### config.mk
export PLATFORM = sky130hd
export DESIGN_NAME = unified_mem_arbiter
export DESIGN_NICKNAME = d
export VERILOG_FILES = /design/src/rtl/unified_mem_arbiter_pkg.sv /design/src/rtl/unified_mem_arbiter.sv
export SDC_FILE = /design/constraint.sdc
export NUM_CORES = 1
export LEC_CHECK = 0
export CAP_MARGIN = 15
export CORE_AREA = 2 2 129 93
export CTS_CLUSTER_SIZE = 24
export DETAILED_ROUTE_END_ITERATION = 6
export DIE_AREA = 0 0 131 95
export PLACE_DENSITY_LB_ADDON = 0.05
export SLEW_MARGIN = 0
export SYNTH_ARGS = -nofsm -noshare
export SYNTH_HDL_FRONTEND = slang
export SYNTH_SLANG_ARGS = --single-unit
### constraint.sdc
create_clock -name clk -period 2.6 [get_ports clk]
set_clock_uncertainty 0.1 [all_clocks]
set_input_delay 0.52 -clock clk [delete_from_list [all_inputs] [get_ports clk]]
set_output_delay 0.52 -clock clk [all_outputs]
set_load 0.05 [all_outputs]
### src/rtl/unified_mem_arbiter_pkg.sv
// unified_mem_arbiter_pkg: shared state/owner types and counter widths for the memory arbiter.
package unified_mem_arbiter_pkg;
    typedef enum logic {ARB_IDLE, ARB_WAIT} arb_state_t;
    typedef enum logic {OWN_IF, OWN_D} arb_owner_t;
    localparam int LAT_CNT_W = 4;
    localparam int STARVE_W  = 4;
endpackage

### src/rtl/unified_mem_arbiter.sv
// unified_mem_arbiter: shares one fixed-latency memory between fetch and data ports,
// data priority with a fetch starvation bound, and redirect kill of an in-flight fetch.
module unified_mem_arbiter
    import unified_mem_arbiter_pkg::*;
#(
    parameter int ADDR_W       = 32,
    parameter int DATA_W       = 32,
    parameter int MEM_LATENCY  = 2,
    parameter int STARVE_LIMIT = 4
) (
    input  logic              clk,
    input  logic              reset,
    input  logic              if_req,
    input  logic [ADDR_W-1:0] if_addr,
    input  logic              if_kill,
    output logic              if_done,
    output logic [DATA_W-1:0] if_rdata,
    output logic              if_stall,
    input  logic              d_req,
    input  logic              d_we,
    input  logic [ADDR_W-1:0] d_addr,
    input  logic [DATA_W-1:0] d_wdata,
    output logic              d_done,
    output logic [DATA_W-1:0] d_rdata,
    output logic              d_stall,
    output logic              mem_en,
    output logic              mem_we,
    output logic [ADDR_W-1:0] mem_addr,
    output logic [DATA_W-1:0] mem_wdata,
    input  logic [DATA_W-1:0] mem_rdata
);
    arb_state_t state, state_nx;
    arb_owner_t owner;
    logic [LAT_CNT_W-1:0] lat_cnt;
    logic [STARVE_W-1:0]  starve_cnt;
    logic                 killed, pick_if, issue, fin;
    logic [ADDR_W-1:0]    addr_q;
    logic [DATA_W-1:0]    wdata_q;

    always_comb begin
        pick_if   = if_req & (~d_req | (starve_cnt == STARVE_W'(STARVE_LIMIT)));
        issue     = (state == ARB_IDLE) & ~reset & (if_req | d_req);
        fin       = (state == ARB_WAIT) & (lat_cnt == '0);
        state_nx  = issue ? ARB_WAIT : fin ? ARB_IDLE : state;
        mem_en    = issue;
        mem_we    = issue & ~pick_if & d_we;
        // Outside the issue cycle the bus holds the last winner so it stays deterministic.
        mem_addr  = issue ? (pick_if ? if_addr : d_addr) : addr_q;
        mem_wdata = issue ? (pick_if ? '0 : d_wdata) : wdata_q;
        if_done   = fin & (owner == OWN_IF) & ~killed & ~if_kill;
        d_done    = fin & (owner == OWN_D);
        if_rdata  = if_done ? mem_rdata : '0;
        d_rdata   = d_done ? mem_rdata : '0;
        if_stall  = if_req & ~if_done;
        d_stall   = d_req & ~d_done;
    end

    always_ff @(posedge clk) begin
        if (reset) begin
            state      <= ARB_IDLE;
            owner      <= OWN_IF;
            lat_cnt    <= '0;
            starve_cnt <= '0;
            killed     <= 1'b0;
            addr_q     <= '0;
            wdata_q    <= '0;
        end else begin
            state <= state_nx;
            if (issue) begin
                owner   <= pick_if ? OWN_IF : OWN_D;
                lat_cnt <= LAT_CNT_W'(MEM_LATENCY - 1);
                killed  <= 1'b0;
                addr_q  <= mem_addr;
                wdata_q <= mem_wdata;
            end else if (state == ARB_WAIT) begin
                lat_cnt <= fin ? lat_cnt : lat_cnt - 1'b1;
                if (owner == OWN_IF && if_kill)
                    killed <= 1'b1;
            end
            // Counts data wins that bypassed a waiting fetch; saturates at the limit.
            starve_cnt <= (~if_req | (issue & pick_if)) ? '0 :
                          (issue && starve_cnt != STARVE_W'(STARVE_LIMIT)) ? starve_cnt + 1'b1 : starve_cnt;
        end
    end
endmodule

Yosys cells after proc, flatten, opt, wreduce, memory -nomap -nowiden
Cells that the tools add are included.
{"block": "totals", "ff_bits": 75, "inputBits": 134, "output_inout_bits": 134, "elab_cells": 62}
{"block": "classes", "addsub": 2, "n_eq_ne": 3, "n_mux": 12, "n_bitwise": 27, "reduce_logical": 10}
{"operator": "$mux 32", "count": 6}
{"operator": "$and 1x1->1", "count": 13}
{"operator": "$not 1->1", "count": 11}
{"operator": "$mux 1", "count": 6}
{"operator": "$reduce_and 2->1", "count": 3}
{"operator": "$add 4x1->4 const B", "count": 1}
{"operator": "$eq 4x3->1 const B", "count": 1}
{"operator": "$logic_not 4->1", "count": 1}
{"operator": "$ne 4x3->1 const B", "count": 1}
{"operator": "$reduce_bool 2->1", "count": 2}
{"operator": "$reduce_or 2->1", "count": 2}
{"operator": "$sub 4x1->4 const B", "count": 1}
{"operator": "$or 1x1->1", "count": 3}
{"operator": "$logic_and 1x1->1", "count": 2}
{"operator": "$ne 2x2->1 const B", "count": 1}

Logic depth before layout (Yosys ltp)
Gate-level depths: netlist of the first run.
{"block": "depth", "ltp_word": 7, "depth_mapped": 8, "depth_no_buf": 6}

Worst setup path before layout of the first run
Ideal clock, no wire load.
{"block": "synth_path", "path_kind": "reg2out", "startpoint": "reg starve_cnt[0]", "endpoint": "out mem_addr[10]", "arrival_ns": 2.509, "required_time_ns": 1.980, "setup_slack_ns": -0.529, "path_stages_with_launch": 9, "path_buffers": 2, "path_cell_list": "dfxtp_1 -> inv_1 -> ha_1 -> nand3b_1 -> a21boi_0 -> buf_2 -> buf_2 -> mux2i_1 -> o21ai_0"}
{"block": "synth_between", "elab_chain_len": 5}
{"item": "start, declared", "line_no": "unified_mem_arbiter.sv:35", "text": "logic [STARVE_W-1:0] starve_cnt;"}
{"item": "start signal, assigned", "line_no": "unified_mem_arbiter.sv:81", "text": "starve_cnt <= (~if_req | (issue & pick_if)) ? '0 :"}
{"item": "$eq 4x3->1", "line_no": "unified_mem_arbiter.sv:41", "text": "pick_if = if_req & (~d_req | (starve_cnt == STARVE_W'(STARVE_LIMIT)));"}
{"item": "$or 1x1->1", "line_no": "unified_mem_arbiter.sv:41"}
{"item": "$and 1x1->1", "line_no": "unified_mem_arbiter.sv:41"}
{"item": "$mux 32 (2 in a row)", "line_no": "unified_mem_arbiter.sv:48", "text": "mem_addr = issue ? (pick_if ? if_addr : d_addr) : addr_q;"}
{"item": "end, declared", "line_no": "unified_mem_arbiter.sv:28", "text": "output logic [ADDR_W-1:0] mem_addr,"}
No other way between the ends.

Worst setup path after layout of the first run
{"block": "layout_path", "startpoint": "reg starve_cnt[0]", "endpoint": "out mem_addr[27]"}
The elaborated chain is that of the path after synthesis.

==> run_results.csv, run 1 <==
group,metric,value,unit
run_status,violations,"setup timing",
timing,finalCritPeriodShare,1.08,
setup_path,path_class,"reg -> out",
global_routing,grt_pass1_vias,4991,
routing,drc,0,
global_routing,antenna_found_initial,0,
placement,gp_congestion,0.767,
placement,dp_hpwl,11.7,mm
clock_network,htreeDepth,3,
setup_path,crit_path_start_kind,"flip-flop",
global_routing,grt_overflow_total,0,
placement,post-place-ws,-326,ps
timing,slew_headroom,0.751,
global_routing,grt_pass1_wl,27.0,mm
power,leakagePower,0.00389,uW
cells_and_area,diodes,0,
timing,rsz0062_at_grt,"true",
setup_path,worstPathArrival,2190,ps
timing,fin_tns_setup,-4490,ps
routing,ant_nets,0,
clock_network,clock_path_buffers,2,
run_status,status,"finished with violations",
synth,synth.top_cells.by_count,"75 x dfxtp_1, 66 x and2_1, 65 x o21ai_0",
synth,yosys_warnings,0,
floorplan,start_util,0.347,
synth,ys_ff_latch,75,
cells_and_area,stdcell_area,9840,um2
routing,post_drt_via_cell_ratio,5.06,
routing,num_vias,4762,
synth,yosysUniqueCellTypes,35,
floorplan,num_rows,33,
global_routing,grtUsageTotal,0.286,
setup_path,rr_startpoint,"starve_cnt[0]",
synth,synth_edf_count,0,
routing,drt-total-wl,18.4,mm
clock_network,clkTransAtPathRegs,60,ps
setup_path,crit_required,1980,ps
clock_network,cts_buffers,9,
placement,portBuffers,267,
cells_and_area,drive_above_1_share,0.442,
setup_path,critPathMaxFanout,8,
setup_path,crit_start,"starve_cnt[0]",
synth,synth-async-reset-ratio,0,
cells_and_area,fillCellCount,498,
power,power.density,501,nW/um2
floorplan,core_area,11400,um2
worst_hold_path,hold_start,"addr_q[6]",
power,ir_drop,409,uV
placement,dp_cells,876,
timing,max_freq,357,MHz
timing,layout_min_cycle_time,2810,ps
cells_and_area,final_nets,919,
clock_network,cts_num_sinks,75,
routing,wire_per_inst,19.5,um
floorplan,dieHeight,95,um
timing,finalHoldViolations,0,
synth,netlist_instances,460,
synth,ys_seq_area_frac,0.381,
placement,place_area,8410,um2
clock_network,clock_latency,340,ps
synth,synth_ff_type,"dfxtp_1",
synth,syn-num-nets,598,
worst_hold_path,hp-class,"reg -> reg",
synth,synth.most_common_cell,"dfxtp_1",
cells_and_area,fin_cells,942,
floorplan,die_area,12400,um2
clock_network,root_buffer,"clkbuf_16",
floorplan,io_pins,268,
timing,worstMarginPinSlew,373,ps
cells_and_area,area_growth,150,%
synth,synth.cell_area,3940,um2
timing,slew_viol_final,0,
setup_path,r2r_setup_slack,140,ps
floorplan,dieWidth,131,um
routing,dr.pass1.iters,4,
job,cap_violations,0,
synth,synthTopCellsByArea,"dfxtp_1 38%, and2_1 10%, o21ai_0 8.3%",
routing,drt-initial-drc-count,244,
synth,synth_top_area_share,0.381,
timing,timing.hold.ws,398,ps
setup_path,worstSetupEndpointType,"output port",
timing,setup_ws,-205,ps
synth,yosys.area.top_type,"dfxtp_1",
synth,syn_avg_cell_area,8.56,um2
timing,setup-violations-final,39,
clock_network,tritoncts,"built",
global_routing,grt_max_degree,40,
## final timing paths
path	endpoint	cells after the start
hold reg to reg	addr_q[6]	2
hold / removal	addr_q[6]	2
setup / recovery	mem_addr[27]	9
setup reg to reg	starve_cnt[1]	15
## cells in the final DEF (no fill, tap or decap), drive strengths merged, types with 2 or more instances in the layout
cell type,instances
a21oi,3
nand2b,3
clkinv,3
clkbuf,11
mux2i,32
o21ai,65
and2,66
inv,8
nor2b,33
nand2,36
a31oi,2
nor2,7
clkdlybuf4s15,2
a211oi,2
nand3,3
ha,4
nor4,2
a22o,32
nand3b,34
buf,216
clkdlybuf4s50,130
xor2,2
dfxtp,75
## metrics by stage
step / total power, uW / utilization
final: 4930 / 0.867
after floorplan: 2300 / -
after CTS: 4850 / 0.849
after global routing: 5100 / 0.867
after global placement: 3370 / 0.740
after detailed placement: 3390 / 0.740
## layout make-up
| type | instances | area [um2] | share of cell area |
|---|---|---|---|
| clock inverters | 5 | 61.3 | 0.00623 |
| clock buffers | 10 | 239 | 0.0243 |
| multi-input cells | 339 | 3030 | 0.308 |
| flip-flops and latches | 75 | 1510 | 0.153 |
| repair buffers | 349 | 4790 | 0.486 |
| inverters | 7 | 26.3 | 0.00267 |
| well taps | 157 | 196 | 0.0200 |
## report_power, final
group / internal [uW] / switching [uW]
clock network: 769 / 514
logic: 1170 / 1190
registers: 1240 / 57.0
total: 3170 / 1760
## critical path, cell delays in order, from the launching register on
cell	delay (ps)
dfxtp_2	330
inv_2	80
ha_4	140
nand3b_1	140
a21boi_4	260
buf_6	150
buf_12	160
mux2i_4	290
o21ai_2	110
buf_12	160
## repair_timing
| item | CTS | global route |
|---|---|---|
| cloned | 5 | 1 |
| hold buffers | 0 | 0 |
| buffers inserted | 41 | 14 |
| setup endpoints to repair | 91 | 133 |
| pin swaps | 5 | 12 |
| endpoints found under the hold margin | 0 | 0 |
| gates resized for setup | 88 | 35 |
## cells by family (layout without fill, tap and decap cells)
logic type               after synthesis  count (layout)  share of synthesized area
AND/OR/NAND/NOR                      191             191                      0.289
buffers and inverters                 46             371                     0.0515
flip-flops                            75              75                      0.381
XOR/XNOR                               3               3                    0.00667
AO/OA/AOI/OAI                        109             109                      0.177
adder cells (fa/ha/maj)                4               4                     0.0127
multiplexers                          32              32                     0.0813
## registers in the layout, summed over array words and instances, names as in the netlist
signal and count:
starve_cnt 4, killed 1, owner 1, addr_q 32
state 1, lat_cnt 4, wdata_q 32
## routing by layer
| layer | global-route usage | up-vias | wire (um) |
|---|---|---|---|
| met2 | 0.503 | 212 | 9570 |
| li1 | - | 2248 | - |
| met1 | 0.315 | 2258 | 6750 |
| met4 | 0.0949 | 0 | 438 |
| met3 | 0.113 | 44 | 1650 |
| met5 | 0 | - | 0 |
Power figures use the tool's default switching activity.
==> run 2, diff against run 1 <==
--- a/config.mk
+++ b/config.mk
@@ -6,10 +6,11 @@
 export NUM_CORES = 1
 export LEC_CHECK = 0
 export CAP_MARGIN = 15
-export CORE_AREA = 2 2 129 93
-export CTS_CLUSTER_SIZE = 24
+export CORE_AREA = 2 2 127 92
+export CTS_BUF_LIST = sky130_fd_sc_hd__clkbuf_8
+export CTS_CLUSTER_SIZE = 10
 export DETAILED_ROUTE_END_ITERATION = 6
-export DIE_AREA = 0 0 131 95
+export DIE_AREA = 0 0 129 94
 export PLACE_DENSITY_LB_ADDON = 0.05
 export SLEW_MARGIN = 0
 export SYNTH_ARGS = -nofsm -noshare
==> run 2 against run 1 <==
Compared with the run above:
- the run still ends with setup timing left
- die area fell by 2.6%
- global-route usage increased by 1.8 points
- worst setup slack worse by 84 ps
- critical path type unchanged
- largest cell class unchanged
- highest routed layer unchanged
==> run_results.csv, run 2 (same netlist as run 1, synthesis figures left out) <==
group,metric,value,unit
placement,portBuffers,267,
routing,ant_nets,0,
placement,dp_cells,866,
routing,post_drt_via_cell_ratio,5.34,
setup_path,path_class,"reg -> out",
placement,post-place-ws,-237,ps
timing,finalHoldViolations,0,
global_routing,grt_pass1_vias,5076,
timing,setup_ws,-290,ps
placement,gp_congestion,0.773,
power,leakagePower,0.00388,uW
worst_hold_path,hp-class,"reg -> reg",
timing,rsz0062_at_grt,"true",
cells_and_area,final_nets,903,
cells_and_area,area_growth,149,%
routing,dr.pass1.iters,4,
floorplan,io_pins,268,
clock_network,cts_hold_buf,0,
setup_path,crit_start,"starve_cnt[1]",
clock_network,htreeDepth,3,
setup_path,crit_path_start_kind,"flip-flop",
setup_path,setup.worst_path.end,"mem_addr[6]",
floorplan,die_area,12100,um2
setup_path,worstSetupEndpointType,"output port",
setup_path,slowest_stage,"dfxtp_2",
global_routing,grt_max_degree,62,
setup_path,critPathMaxFanout,8,
floorplan,num_rows,32,
setup_path,path_common_cell,"buf_6",
job,cap_violations,0,
cells_and_area,final_common_cell,"buf_12",
timing,slew_headroom,0.597,
timing,timing.hold.ws,401,ps
timing,worstMarginPinSlew,604,ps
floorplan,core_area,10900,um2
setup_path,crit_chain,"inv_2 -> ha_4 -> nand3b_1 -> a21boi_4 -> buf_6 -> buf_6 -> buf_16 -> mux2i_2 -> o21ai_2 -> buf_12",
routing,drt-total-wl,20.9,mm
timing,fin_tns_setup,-9440,ps
cells_and_area,largest_registers,"addr_q: 32 flops, wdata_q: 32 flops",
routing,drt-initial-drc-count,262,
cells_and_area,seq_area,1510,um2
clock_network,cts_num_sinks,75,
floorplan,start_util,0.363,
clock_network,clock_latency,350,ps
power,power.density,480,nW/um2
floorplan,dieHeight,94,um
global_routing,antenna_found_initial,1,
clock_network,cts_buffers,9,
clock_network,clkTransAtPathRegs,90,ps
placement,dp_hpwl,11.8,mm
routing,wire_per_inst,22.6,um
setup_path,rr_worst_depth,11,
timing,layout_min_cycle_time,2890,ps
global_routing,grt_overflow_total,0,
global_routing,grtUsageTotal,0.304,
timing,finalCritPeriodShare,1.11,
routing,drc,0,
timing,slew_viol_final,0,
clock_network,clock_path_buffers,2,
power,ir_drop,401,uV
setup_path,worstPathArrival,2270,ps
clock_network,root_buffer,"clkbuf_8",
global_routing,grt_pass1_wl,28.3,mm
cells_and_area,fillCellCount,410,
setup_path,critPathMaxStageDelay,340,ps
routing,num_vias,4933,
floorplan,dieWidth,129,um
setup_path,rr_startpoint,"starve_cnt[1]",
setup_path,crit_required,1980,ps
cells_and_area,drive_above_1_share,0.469,
run_status,violations,"setup timing",
cells_and_area,multi_input_area,3140,um2
setup_path,timing.rr.end,"addr_q[28]",
power,total_power,4700,uW
clock_network,tritoncts,"built",
timing,max_freq,346,MHz
cells_and_area,fin_cells,924,
cells_and_area,final_cell_mix,"140 x buf_12, 130 x clkdlybuf4s50_1, 70 x dfxtp_1",
setup_path,r2r_setup_slack,390,ps
run_status,status,"finished with violations",
timing,setup-violations-final,62,
-- run 2: metrics by stage --
stage	cell area, um2	util
after floorplan	4070	-
after global placement	8370	0.771
after detailed placement	8370	0.771
after CTS	9500	0.875
after global routing	9800	0.903
final	9800	0.903
-- run 2: final cells by class --
cell class | instances | area share
inverter | 7 | 0.00268
antenna | 1 | 0.000255
tap | 153 | 0.0195
multi-input combinational | 339 | 0.320
sequential | 75 | 0.154
clock inverter | 6 | 0.00728
clock buffer | 10 | 0.0140
timing repair buffer | 333 | 0.482
-- run 2: metal layers --
metal | vias up | track usage | routed length, um
met5 | - | 0 | 0
met4 | 0 | 0.119 | 1050
met3 | 76 | 0.110 | 1870
met2 | 264 | 0.556 | 10900
met1 | 2376 | 0.318 | 7070
li1 | 2217 | - | -
-- run 2: critical path: cells and delay by family, from the launching register on --
| family | cells | cell delay [ps] |
|---|---|---|
| simple gates | 1 | 180 |
| buf+inv | 5 | 640 |
| compound gates | 2 | 350 |
| fa+ha+maj | 1 | 130 |
| mux | 1 | 270 |
| flops | 1 | 340 |
-- run 2: repair_timing --
action / CTS / global route
setup buffers: 20 / 13
endpoints found under the setup margin: 99 / 99
gates cloned: 5 / 3
pin swaps: 22 / 14
resized for setup: 129 / 22
-- run 2: worst min path at each step --
stage / start / endpoint / slack, ps / cells past startpoint
floorplan: killed / killed / 340 / 2
global placement: killed / killed / 370 / 2
detailed placement: addr_q[3] / addr_q[3] / 380 / 2
CTS: addr_q[15] / addr_q[15] / 400 / 2
global route: addr_q[12] / addr_q[12] / 420 / 2
finish: addr_q[15] / addr_q[15] / 400 / 2
-- run 2: report_power, final --
part	leakage, uW	internal (uW)	switching (uW)
Combinational	0.00315	1200	1230
Sequential	0.000617	1240	60.9
Clock	0.000111	483	496
Total	0.00388	2910	1790
